===== config.mk =====
export PLATFORM = sky130hd
export DESIGN_NAME = teclado_emulador
export DESIGN_NICKNAME = d
export VERILOG_FILES = /design/src/rtl/teclado_pkg.sv /design/src/rtl/lfsr16.sv /design/src/rtl/teclado_emulador.sv
export SDC_FILE = /design/constraint.sdc
export NUM_CORES = 1
export LEC_CHECK = 0
export CORE_ASPECT_RATIO = 2
export CORE_UTILIZATION = 52
export CTS_CLUSTER_SIZE = 14
export DETAILED_ROUTE_END_ITERATION = 7
export GPL_TIMING_DRIVEN = 1
export PLACE_DENSITY = 0.74
export SKIP_CTS_REPAIR_TIMING = 1
export SLEW_MARGIN = 25
export SYNTH_ARGS = -nofsm -noshare
export SYNTH_HDL_FRONTEND = slang
export SYNTH_SLANG_ARGS = --single-unit
export TNS_END_PERCENT = 10

===== constraint.sdc =====
create_clock -name clk -period 3.25 [get_ports clk]
set_input_delay 0.8125 -clock clk [delete_from_list [all_inputs] [get_ports clk]]
set_output_delay 0.8125 -clock clk [all_outputs]
set_load 0.01 [all_outputs]

===== src/rtl/teclado_pkg.sv =====
// Shared types and helpers for the 4x4 keypad emulator: FSM states, key decode
// and the LFSR feedback definition.
package teclado_pkg;

    typedef enum logic [2:0] {
        ST_IDLE,
        ST_PRESS_B,
        ST_HOLD,
        ST_REL_B,
        ST_DONE
    } state_e;

    localparam int unsigned LFSR_W = 16;

    // Right-shifting Fibonacci form: feedback bits 0,2,3,5 realise taps 16,14,13,11.
    localparam logic [LFSR_W-1:0] LFSR_TAPS         = 16'h002D;
    localparam logic [LFSR_W-1:0] LFSR_DEFAULT_SEED = 16'hACE1;

    function automatic logic [1:0] key_row(input logic [3:0] key);
        return key[3:2];
    endfunction

    function automatic logic [1:0] key_col(input logic [3:0] key);
        return key[1:0];
    endfunction

endpackage


===== src/rtl/lfsr16.sv =====
// Free-running 16-bit Fibonacci LFSR used as the bounce-interval source.
module lfsr16
    import teclado_pkg::*;
#(
    parameter logic [LFSR_W-1:0] SEED = LFSR_DEFAULT_SEED
) (
    input  logic              clk,
    input  logic              rst,
    output logic [LFSR_W-1:0] state_o
);

    logic [LFSR_W-1:0] lfsr_q, lfsr_d;

    always_comb begin
        lfsr_d = {^(lfsr_q & LFSR_TAPS), lfsr_q[LFSR_W-1:1]};
    end

    always_ff @(posedge clk or posedge rst) begin
        if (rst) lfsr_q <= SEED;
        else     lfsr_q <= lfsr_d;
    end

    assign state_o = lfsr_q;

endmodule


===== src/rtl/teclado_emulador.sv =====
// Single-key 4x4 keypad emulator: answers the scanner's column drive with row levels,
// adding LFSR-timed contact bounce around each commanded press.
module teclado_emulador
    import teclado_pkg::*;
#(
    parameter int unsigned       BOUNCE_EDGES = 6,
    parameter int unsigned       BOUNCE_W     = 8,
    parameter int unsigned       HOLD_W       = 24,
    parameter logic [LFSR_W-1:0] LFSR_SEED    = LFSR_DEFAULT_SEED
) (
    input  logic              clk,
    input  logic              rst,
    input  logic              cmd_valid,
    output logic              cmd_ready,
    input  logic [3:0]        cmd_key,
    input  logic [HOLD_W-1:0] cmd_hold,
    input  logic [3:0]        columnas,
    output logic [3:0]        filas,
    output logic              contacto,
    output logic              busy,
    output logic              done
);

    localparam int unsigned EDGE_W = (BOUNCE_EDGES > 0) ? $clog2(BOUNCE_EDGES + 1) : 1;
    localparam logic [LFSR_W-1:0] LOAD_MASK = LFSR_W'((32'd1 << BOUNCE_W) - 32'd1);

    if (BOUNCE_EDGES % 2 != 0) begin : g_bad_edges
        $error("teclado_emulador: BOUNCE_EDGES must be even");
    end
    if (BOUNCE_W < 1 || BOUNCE_W > LFSR_W) begin : g_bad_width
        $error("teclado_emulador: BOUNCE_W must be 1..16");
    end
    if (LFSR_SEED == '0) begin : g_bad_seed
        $error("teclado_emulador: LFSR_SEED must be nonzero");
    end

    state_e              state_q, state_d;
    logic [3:0]          key_q, key_d;
    logic [HOLD_W-1:0]   cnt_q, cnt_d;
    logic [BOUNCE_W-1:0] timer_q, timer_d;
    logic [EDGE_W-1:0]   edge_q, edge_d;
    logic                contacto_q, contacto_d;
    logic                ready_q, ready_d;
    logic                busy_q, busy_d;
    logic                done_q, done_d;
    logic [LFSR_W-1:0]   lfsr_s;
    logic [BOUNCE_W-1:0] bounce_load;

    lfsr16 #(.SEED(LFSR_SEED)) u_lfsr (
        .clk     (clk),
        .rst     (rst),
        .state_o (lfsr_s)
    );

    assign bounce_load = BOUNCE_W'(lfsr_s & LOAD_MASK);

    // cnt_q carries the latched hold time until HOLD, then counts it down.
    always_comb begin
        state_d    = state_q;
        key_d      = key_q;
        cnt_d      = cnt_q;
        timer_d    = timer_q;
        edge_d     = edge_q;
        contacto_d = contacto_q;

        unique case (state_q)
            ST_IDLE: begin
                if (cmd_valid && ready_q) begin
                    key_d      = cmd_key;
                    cnt_d      = (cmd_hold == '0) ? HOLD_W'(1) : cmd_hold;
                    contacto_d = 1'b1;
                    timer_d    = bounce_load;
                    edge_d     = '0;
                    state_d    = (BOUNCE_EDGES == 0) ? ST_HOLD : ST_PRESS_B;
                end
            end
            ST_PRESS_B, ST_REL_B: begin
                if (timer_q != '0) begin
                    timer_d = timer_q - BOUNCE_W'(1);
                end else if (edge_q < EDGE_W'(BOUNCE_EDGES)) begin
                    contacto_d = !contacto_q;
                    edge_d     = edge_q + EDGE_W'(1);
                    timer_d    = bounce_load;
                end else begin
                    state_d = (state_q == ST_PRESS_B) ? ST_HOLD : ST_DONE;
                end
            end
            ST_HOLD: begin
                if (cnt_q <= HOLD_W'(1)) begin
                    contacto_d = 1'b0;
                    edge_d     = '0;
                    timer_d    = bounce_load;
                    state_d    = (BOUNCE_EDGES == 0) ? ST_DONE : ST_REL_B;
                end else begin
                    cnt_d = cnt_q - HOLD_W'(1);
                end
            end
            ST_DONE: state_d = ST_IDLE;
            default: state_d = ST_IDLE;
        endcase

        ready_d = (state_d == ST_IDLE);
        busy_d  = (state_d != ST_IDLE);
        done_d  = (state_d == ST_DONE);
    end

    always_ff @(posedge clk or posedge rst) begin
        if (rst) begin
            state_q    <= ST_IDLE;
            key_q      <= '0;
            cnt_q      <= '0;
            timer_q    <= '0;
            edge_q     <= '0;
            contacto_q <= 1'b0;
            ready_q    <= 1'b1;
            busy_q     <= 1'b0;
            done_q     <= 1'b0;
        end else begin
            state_q    <= state_d;
            key_q      <= key_d;
            cnt_q      <= cnt_d;
            timer_q    <= timer_d;
            edge_q     <= edge_d;
            contacto_q <= contacto_d;
            ready_q    <= ready_d;
            busy_q     <= busy_d;
            done_q     <= done_d;
        end
    end

    // Row return follows the column drive with no latency; only the emulated key's row.
    always_comb begin
        filas = 4'hF;
        if (contacto_q && !columnas[key_col(key_q)]) begin
            filas[key_row(key_q)] = 1'b0;
        end
    end

    assign cmd_ready = ready_q;
    assign contacto  = contacto_q;
    assign busy      = busy_q;
    assign done      = done_q;

endmodule


==> metrics.md, run 1 <==
| Metric | Value |
|---|---|
| Syn. warnings | `0` |
| Largest stage delay, worst path | `0.45 ns` |
| Async S/R FF share, synth | `1.000` |
| Sequential share of the synthesized area | `0.4824` |
| Sw frac | `0.3412` |
| CP Cell Sequence | `clkdlybuf4s50_1, mux4_2, nand2b_1, or3_1, dlymetal6s2s_1` |
| Worst path top cell family by delay | `buffers and inverters` |
| Initial antenna violation count | `0` |
| Clk pwr share | `0.296` |
| Leakage | `about 1.7 nW` |
| H-Tree Level Count | `3` |
| Die Span Y | `113.6 µm` |
| Post-route antenna net violation count | `0` |
| Cell count after placement | `443` |
| TNS Setup | `0 ns` |
| Die area | `6568 µm²` |
| Crit path DAT | `between 2 and 2.5 ns` |
| Fill cells | `506` |
| Max frequency | `approximately 0.31 GHz` |
| Max-Slew Margin vs Limit | `0.5364` |
| Switching Power | `roughly 0.0012 W` |
| Worst slew pin tran | `slightly below 0.7 ns` |
| Pin count of the biggest net entering global routing | `42` |
| Fin. Hold Viols | `0` |
| # DRC | `3` |
| NumNets Final | `430` |
| Clk_skew | `0.005646 ns` |
| Vias | `2822` |
| P&R area growth vs syn | `25.07%` |
| Post-Syn Nets | `385` |
| Clk Latency, worst-skew pair | `about 0.32 ns` |
| GRT overflow | `0` |
| Initial Utilization | `0.5394` |
| Drt pass-1 iters | `7` |
| Cell Pwr Density | `approximately 830 nW/µm²` |
| Status | `finished, violations left` |
| Mean Syn Cell Area | `approximately 9.4 µm²` |
| Max-cap viol count | `0` |
| Netlist Area Pre-Place | `~3200 µm²` |
| RSZ-0062 raised after global routing | `no` |
| Post-Route WL | `8226 µm` |
| Core area | `6006 µm²` |
| GPL Wtd Cong | `~0.89` |
| Setup violators final | `0` |
| CTS root buf | `clkbuf_16` |
| Slowest CP cell | `mux4_2` |
| Vias per cell | `6.148` |
| Worst Path Max Fanout | `2` |
| Fin. max-slew vios | `0` |
| Diode count | `0` |
| Fin crit period | `3.181 ns` |
| TritonCTS clock tree | `done` |
| First-pass GRT wire length | `13170 µm` |
| EDFF count, synth | `0` |
| Share of cells above drive strength 1 | `0.1288` |
| Reg power frac | `0.399` |
| # rows | `40` |
| Yosys reg bits | `62` |
| Setup Crit Path Kind | `in2out` |
| Clk slew on worst S/H paths | `0.05 ns` |
| Crit path capture type | `output pin` |
| # clock sinks | `62` |
| Final HPWL DP | `6046 µm` |
| CTS Buffer Depth | `2` |
| Cell variety after synth | `60` |
| Layout Cells excl Fill | `459` |
| Port buffer count | `42` |
| Bufs and invs on worst path | `2` |
| Wire per inst | `17.92 µm` |
| Initial DRC count | `145` |
| DIE WIDTH | `57.81 µm` |
| Critical Path Source Type | `input port` |
| Worst path required time | `2.44 ns` |
| Top FF cell, synth | `dfrtp_1` |
| Logic pwr share | `0.305` |
| Failing checks | `DRC` |
| Vias in the first global route | `about 2800` |
| Tot GR Track Use | `0.2724` |
| Post-Synthesis Cells | `346` |
| # IOs | `43` |
| Hold Path Class | `reg2reg` |
| Internal | `0.002223 W` |
| Fin crit share | `0.9788` |
| TritonCTS Buffers | `9` |
| Peak supply drop | `0.4849 mV` |
-- path summary, 6_finish.rpt --
kind                       slack (ns)                 end                from  depth (start not counted)
max                              0.07            filas[0]         columnas[0]                          5
min in group asynchronous        0.92            key_q[0]                 rst                          2
max reg2reg                      0.39          timer_q[6]            cnt_q[6]                          7
min reg2reg                      0.36  u_lfsr.state_o[13]  u_lfsr.state_o[14]                          0
min                              0.36  u_lfsr.state_o[13]  u_lfsr.state_o[14]                          0
max in group asynchronous        1.66   u_lfsr.state_o[6]                 rst                          3
-- per-layer routing --
layer	GRT usage	routed length (µm)
met5	0	0
met3	0.05442	294
met4	0.1683	312
met1	0.2731	2881
met2	0.4943	4739
-- cell usage in the layout (no fill, tap or decap), types with 4 or more instances in the layout --
cell type / count
a31oi_1: 9
nor2_1: 43
o21ai_0: 28
clkbuf_16: 9
mux2_2: 4
dlymetal6s2s_1: 4
and3_1: 4
inv_1: 7
clkdlybuf4s50_1: 38
a21oi_1: 29
nand2_1: 21
nor3_1: 16
o22a_1: 11
dfrtp_1: 53
nand2b_1: 4
or3_1: 7
buf_4: 7
nand3_1: 10
ha_1: 4
nor4_1: 11
and2_1: 4
dfstp_2: 9
-- synth_stat cells (2+ instances only) --
cell type	count	area, µm²
dfrtp_1	53	1326
nor2_1	43	161.4
a21oi_1	29	145.1
o21ai_0	28	140.1
nand2_1	22	82.58
nor3_1	16	80.08
nor4_1	11	68.82
o22a_1	11	96.34
nand3_1	10	50.05
a31oi_1	9	56.30
clkbuf_1	9	33.78
dfstp_2	9	236.5
inv_1	8	30.03
or3_1	7	43.79
and2_1	4	25.02
and3_1	4	25.02
ha_1	4	50.05
mux2_2	4	45.04
nand2b_1	4	25.02
a21o_1	3	22.52
a22o_1	3	26.28
a22oi_1	3	22.52
buf_6	3	33.78
nor2b_1	3	18.77
o31ai_1	3	22.52
or4_4	3	33.78
xnor2_1	3	26.28
o21ai_1	2	10.01
o22ai_1	2	12.51
o31a_1	2	17.52
or2_2	2	12.51
-- flip-flops by register name, indices dropped and copies added (netlist names) --
name            cells
cmd_ready           1
timer_q             8
busy                1
done                1
cnt_q              24
key_q               4
contacto            1
u_lfsr.state_o     16
state_q             3
edge_q              3
-- area by class of cell --
| class | instances | area (µm²) | share of cell area |
|---|---|---|---|
| inverters | 8 | 30.03 | 0.007412 |
| well taps | 63 | 78.83 | 0.01946 |
| flip-flops and latches | 62 | 1563 | 0.3857 |
| clock inverters | 4 | 70.07 | 0.01729 |
| clock buffers | 12 | 246.5 | 0.06084 |
| repair buffers | 50 | 503.0 | 0.1242 |
| multi-input cells | 260 | 1560 | 0.3851 |
-- logic make-up (layout without fill, tap and decap cells) --
kind of cell	Yosys count	count (layout)	share of synthesized area
XOR/XNOR	4	4	0.01082
flip-flops	62	62	0.4824
adder cells (fa/ha/maj)	4	4	0.01545
AND/OR/NAND/NOR	140	140	0.2263
buffers and inverters	24	74	0.03669
AO/OA/AOI/OAI	107	107	0.2074
multiplexers	5	5	0.02086
-- power by group through the flow --
stage / clock network, W / logic [W] / registers [W]
after floorplan: 0 / 0.000765 / 0.00126
after global placement: 0 / 0.000996 / 0.00133
after detailed placement: 0 / 0.00103 / 0.00135
after CTS: 0.00102 / 0.00104 / 0.00134
after global routing: 0.00105 / 0.00115 / 0.00138
final: 0.000999 / 0.00103 / 0.00134
-- per-stage QoR --
| stage | instance area [µm²] | util | setup slack [ns] | power (W) | hold WS [ns] |
|---|---|---|---|---|---|
| after floorplan | 3239 | - | 0.6531 | 0.002021 | 0.3312 |
| after global placement | 3722 | 0.6198 | -0.1536 | 0.002327 | 0.3448 |
| after detailed placement | 3722 | 0.6198 | -0.1855 | 0.002379 | 0.3392 |
| after CTS | 4039 | 0.6725 | -0.2179 | 0.003392 | 0.3593 |
| after global routing | 4051 | 0.6746 | 0.01793 | 0.003587 | 0.3713 |
| final | 4051 | 0.6746 | 0.06904 | 0.003374 | 0.3569 |
(Power assumes the default switching activity.)
==> run 2: changes to the inputs <==
--- a/config.mk
+++ b/config.mk
@@ -5,12 +5,14 @@
 export SDC_FILE = /design/constraint.sdc
 export NUM_CORES = 1
 export LEC_CHECK = 0
+export CELL_PAD_IN_SITES_DETAIL_PLACEMENT = 2
+export CELL_PAD_IN_SITES_GLOBAL_PLACEMENT = 2
 export CORE_ASPECT_RATIO = 2
-export CORE_UTILIZATION = 52
+export CORE_UTILIZATION = 34
 export CTS_CLUSTER_SIZE = 14
 export DETAILED_ROUTE_END_ITERATION = 7
 export GPL_TIMING_DRIVEN = 1
-export PLACE_DENSITY = 0.74
+export PLACE_DENSITY = 0.77
 export SKIP_CTS_REPAIR_TIMING = 1
 export SLEW_MARGIN = 25
 export SYNTH_ARGS = -nofsm -noshare
==> metrics.md, run 2 (same netlist as run 1, synthesis figures left out) <==
| Metric | Value |
|---|---|
| Commonest non-fill, non-tap cell in the layout | `dfrtp_1` |
| RSZ-0062 raised after global routing | `no` |
| Crit path capture type | `output pin` |
| Multi-input gate area | `1558 µm²` |
| Share of cells above drive strength 1 | `0.1256` |
| Final worst setup slack | `0.05209 ns` |
| Fin crit period | `3.198 ns` |
| Largest register FFs | `24` |
| Initial antenna violation count | `0` |
| TritonCTS Buffers | `9` |
| First-pass GRT wire length | `17150 µm` |
| Tot Pwr | `roughly 0.0034 W` |
| R2R Path Start | `cnt_q[6]` |
| Fin crit share | `0.9840` |
| Peak supply drop | `0.3646 mV` |
| R2R depth | `7` |
| CTS Buffer Depth | `2` |
| DIE WIDTH | `about 70 µm` |
| Clk slew on worst S/H paths | `0.06 ns` |
| Crit path DAT | `around 2.4 ns` |
| Fill cells | `roughly 1000` |
| TritonCTS clock tree | `done` |
| Internal | `0.002184 W` |
| Setup Crit Path Kind | `in2out` |
| Vias in the first global route | `3270` |
| Critical Path Source Type | `input port` |
| Reg with most FFs | `cnt_q` |
| Post-route antenna net violation count | `0` |
| Initial DRC count | `88` |
| GRT overflow | `0` |
| # clock sinks | `62` |
| P&R area growth vs syn | `26.84%` |
| Final Util | `0.4408` |
| GPL Wtd Cong | `0.7763` |
| Setup violators final | `0` |
| Clk Latency, worst-skew pair | `about 0.34 ns` |
| Logic pwr share | `0.316` |
| Diode count | `0` |
| RR Endpoint | `timer_q[0]` |
| Pin count of the biggest net entering global routing | `42` |
| Clk pwr share | `0.286` |
| Fin. max-slew vios | `0` |
| Clk_skew | `approximately 0.012 ns` |
| Flop2flop setup slack | `0.44 ns` |
| CP startpoint | `columnas[3]` |
| Cell Pwr Density | `~840 nW/µm²` |
| H-Tree Level Count | `3` |
| Die area | `9946 µm²` |
| Vias | `2935` |
| Worst slew pin tran | `a little under 0.8 ns` |
| CTS root buf | `clkbuf_16` |
| Seq. cell area | `1563 µm²` |
| Place WS | `-0.2625 ns` |
| Switching Power | `between 0.001 and 0.0015 W` |
| NumNets Final | `432` |
| Critical Path End | `filas[0]` |
| Worst path required time | `roughly 2.4 ns` |
| Core area | `9321 µm²` |
| Initial Utilization | `0.3475` |
| Max frequency | `0.3127 GHz` |
| Final HPWL DP | `around 8000 µm` |
| Drt pass-1 iters | `6` |
| Port buffer count | `42` |
| # IOs | `between 40 and 50` |
| Failing checks | `DRC` |
| Reg power frac | `0.397` |
| Wire per inst | `around 21 µm` |
| Post-Route WL | `10760 µm` |
| Max-Slew Margin vs Limit | `0.4827` |
| Hold Path Class | `reg2reg` |
| Tot GR Track Use | `0.2320` |
| Sw frac | `0.3643` |
| # DRC | `6` |
| Status | `finished, violations left` |
| Leakage | `1.703 nW` |
| Fin. Hold Viols | `0` |
| Most frequent cells in the layout | `53 x dfrtp_1, 43 x nor2_1, 38 x clkdlybuf4s50_1` |
| Max-cap viol count | `0` |
| Worst Path Max Fanout | `2` |
| Die Span Y | `140.0 µm` |
| Vias per cell | `between 5 and 6` |
| # rows | `50` |
run 2: worst min-delay path by stage:
| stage | cells past startpoint | startpoint | endpoint |
|---|---|---|---|
| after floorplan | 0 | u_lfsr.state_o[9] | u_lfsr.state_o[8] |
| after global placement | 0 | u_lfsr.state_o[12] | u_lfsr.state_o[11] |
| after detailed placement | 0 | u_lfsr.state_o[12] | u_lfsr.state_o[11] |
| after CTS | 0 | u_lfsr.state_o[11] | u_lfsr.state_o[10] |
| after global routing | 0 | u_lfsr.state_o[11] | u_lfsr.state_o[10] |
| final | 0 | u_lfsr.state_o[11] | u_lfsr.state_o[10] |
run 2: routing by layer:
layer | global-route usage | wire (µm) | share of wire
met1 | 0.2278 | 3895 | 0.36
met2 | 0.4539 | 6290 | 0.58
met3 | 0.04460 | 239 | 0.022
met4 | 0.1000 | 332 | 0.031
met5 | 0 | 0 | 0
run 2: stage by stage:
stage | cells | setup TNS, ns | hold slack [ns] | cell area (µm²)
finish | 502 | 0 | 0.3472 | 4109
global route | 502 | 0 | 0.3479 | 4109
floorplan | 346 | 0 | 0.3312 | 3239
CTS | 502 | -0.9693 | 0.3479 | 4099
global placement | 486 | -0.4915 | 0.3419 | 3801
detailed placement | 486 | -0.9477 | 0.3463 | 3801
run 2: layout make-up:
class | instances | area share
Clock buffer | 15 | 0.06516
Sequential cell | 62 | 0.3803
Clock inverter | 1 | 0.007308
Tap cell | 104 | 0.03167
Multi-Input combinational cell | 260 | 0.3791
Inverter | 8 | 0.007308
Timing Repair Buffer | 52 | 0.1291
run 2: power groups by stage:
stage                     Combinational, W  Clock (W)  Sequential (W)
after detailed placement           0.00109          0         0.00137
final                              0.00109   0.000984         0.00137
after floorplan                   0.000765          0         0.00126
after CTS                          0.00111    0.00100         0.00137
after global routing               0.00121    0.00103         0.00141
after global placement             0.00103          0         0.00134
run 2: critical path, stage by stage:
cell and delay, ns:
clkdlybuf4s50_1 0.41, mux4_2 0.48, nand2b_1 0.18, or3_1 0.32
dlymetal6s2s_1 0.18
==> run 3: changes to the inputs <==
--- a/config.mk
+++ b/config.mk
@@ -13,6 +13,8 @@
 export DETAILED_ROUTE_END_ITERATION = 7
 export GPL_TIMING_DRIVEN = 1
 export PLACE_DENSITY = 0.77
+export REMOVE_ABC_BUFFERS = 1
+export SETUP_SLACK_MARGIN = 0.15
 export SKIP_CTS_REPAIR_TIMING = 1
 export SLEW_MARGIN = 25
 export SYNTH_ARGS = -nofsm -noshare
==> metrics.md, run 3 (same netlist as run 1, synthesis figures left out) <==
| Metric | Value |
|---|---|
| Status | `finished, violations left` |
| Failing checks | `DRC` |
| Switching Power | `0.001259 W` |
| Initial Utilization | `0.3475` |
| Most frequent cells in the layout | `53 x dfrtp_1, 42 x nor2_1, 38 x clkdlybuf4s50_1` |
| Layout Cells excl Fill | `503` |
| Worst slew pin tran | `about 0.85 ns` |
| P&R area growth vs syn | `25.30%` |
| Flop2flop setup slack | `about 0.28 ns` |
| Vias per cell | `5.865` |
| Initial DRC count | `156` |
| Clk_skew | `about 0.0083 ns` |
| # clock sinks | `62` |
| TritonCTS clock tree | `done` |
| Vias in the first global route | `3438` |
| Hold Path Class | `reg2reg` |
| GPL Wtd Cong | `roughly 0.79` |
| CTS root buf | `clkbuf_16` |
| Clk Latency, worst-skew pair | `0.34 ns` |
| Fin crit share | `0.9530` |
| Fill cells | `1034` |
| Fin area | `approximately 4100 µm²` |
| Reg power frac | `0.410` |
| Final hold slack | `0.3439 ns` |
| Drt pass-1 iters | `6` |
| Vias | `2950` |
| RSZ-0062 raised after global routing | `yes` |
| Core area | `9321 µm²` |
| # IOs | `43` |
| Die area | `roughly 10000 µm²` |
| Internal | `0.002048 W` |
| Post-route antenna net violation count | `0` |
| Largest stage delay, worst path | `approximately 0.45 ns` |
| Hold Path Depth | `0` |
| R2R Path Start | `cnt_q[6]` |
| Fin. Hold Viols | `0` |
| Critical Path Source Type | `input port` |
| Sw frac | `0.3808` |
| Final HPWL DP | `7608 µm` |
| # DRC | `6` |
| Worst path top cell family by delay | `buffers and inverters` |
| Logic pwr share | `0.328` |
| DIE WIDTH | `roughly 71 µm` |
| Worst Path Max Fanout | `2` |
| Bufs and invs on worst path | `2` |
| TritonCTS Buffers | `9` |
| Critical hold path startpoint | `u_lfsr.state_o[9]` |
| Post-Route WL | `roughly 10000 µm` |
| Max frequency | `0.3229 GHz` |
| RR Endpoint | `timer_q[7]` |
| Fin crit period | `3.097 ns` |
| Wire per inst | `a little over 20 µm` |
| Final Util | `0.4354` |
| First-pass GRT wire length | `17170 µm` |
| Port buffer count | `42` |
| Max-cap viol count | `0` |
| Fin. max-slew vios | `0` |
| Worst path required time | `2.44 ns` |
| Cell Pwr Density | `814.8 nW/µm²` |
| Largest register FFs | `24` |
| Clk pwr share | `0.262` |
| Cell count after placement | `between 400 and 500` |
| Placed Area | `3809 µm²` |
| Die Span Y | `140.0 µm` |
| Commonest non-fill, non-tap cell in the layout | `dfrtp_1` |
| CP Cell Sequence | `clkdlybuf4s50_1, mux4_2, nand2b_1, or3_1, clkbuf_2` |
| Share of cells above drive strength 1 | `0.1479` |
| Pin count of the biggest net entering global routing | `63` |
| Tot Pwr | `0.003307 W` |
| Crit path DAT | `2.28 ns` |
| Crit path capture type | `output pin` |
| Max-Slew Margin vs Limit | `0.4323` |
| Setup Crit Path Kind | `in2out` |
| Reg with most FFs | `cnt_q` |
| Peak supply drop | `0.3770 mV` |
| # rows | `50` |
| Initial antenna violation count | `0` |
| Worst Hold End | `u_lfsr.state_o[8]` |
| Clk slew on worst S/H paths | `0.06 ns` |
| NumNets Final | `433` |
| R2R depth | `6` |
| H-Tree Level Count | `3` |
| Slowest CP cell | `mux4_2` |
| Setup violators final | `0` |
| Diode count | `0` |
| GRT overflow | `0` |
| CTS Buffer Depth | `2` |
| Leakage | `1.689 nW` |
| Tot GR Track Use | `0.2276` |
[run 3: cell types whose count changed in the layout (fill, tap and decap cells not counted), sizes merged]
| cell | delta |
|---|---|
| dlymetal6s2s | -4 |
| clkinv | +4 |
| buf | +1 |
| bufinv | -1 |
| clkbuf | -1 |
| clkinvlp | +2 |
[run 3: metal layers]
layer,vias up,routed length (µm),track usage
met5,-,0,0
met4,0,293,0.1168
met3,22,227,0.02950
met2,50,6139,0.4448
met1,1507,3687,0.2250
li1,1371,-,-
[run 3: worst max path at each step]
stage                           start          to  slack (ns)  depth (start not counted)
final                     columnas[3]    filas[0]        0.15                          5
after detailed placement  columnas[3]    filas[1]       -0.22                          7
after CTS                 columnas[3]    filas[1]       -0.22                          7
after global routing         cnt_q[6]  timer_q[4]        0.12                          6
after floorplan              cnt_q[6]  timer_q[7]        0.63                          6
after global placement    columnas[3]    filas[0]       -0.15                          5
[run 3: cell type report]
cell class / count / area, µm² / share of cell area
Clock inverter: 6 / 38.79 / 0.009556
Sequential cell: 62 / 1563 / 0.3850
Timing Repair Buffer: 53 / 508.0 / 0.1252
Inverter: 8 / 30.03 / 0.007398
Tap cell: 104 / 130.1 / 0.03206
Clock buffer: 10 / 229.0 / 0.05641
Multi-Input combinational cell: 260 / 1560 / 0.3844
[run 3: metrics by stage]
stage,setup slack (ns),setup TNS (ns)
floorplan,0.6334,0
global route,0.1175,0
detailed placement,-0.2181,-0.7882
global placement,-0.1546,-0.4744
CTS,-0.2235,-0.8068
finish,0.1527,0
[run 3: power by group through the flow]
stage | clock [W] | sequential [W] | combinational [W]
2_1_floorplan | 0 | 0.00127 | 0.000731
3_3_place_gp | 0 | 0.00134 | 0.00102
3_5_place_dp | 0 | 0.00137 | 0.00110
4_1_cts | 0.000886 | 0.00136 | 0.00112
5_1_grt | 0.000907 | 0.00140 | 0.00122
6_report | 0.000867 | 0.00136 | 0.00108
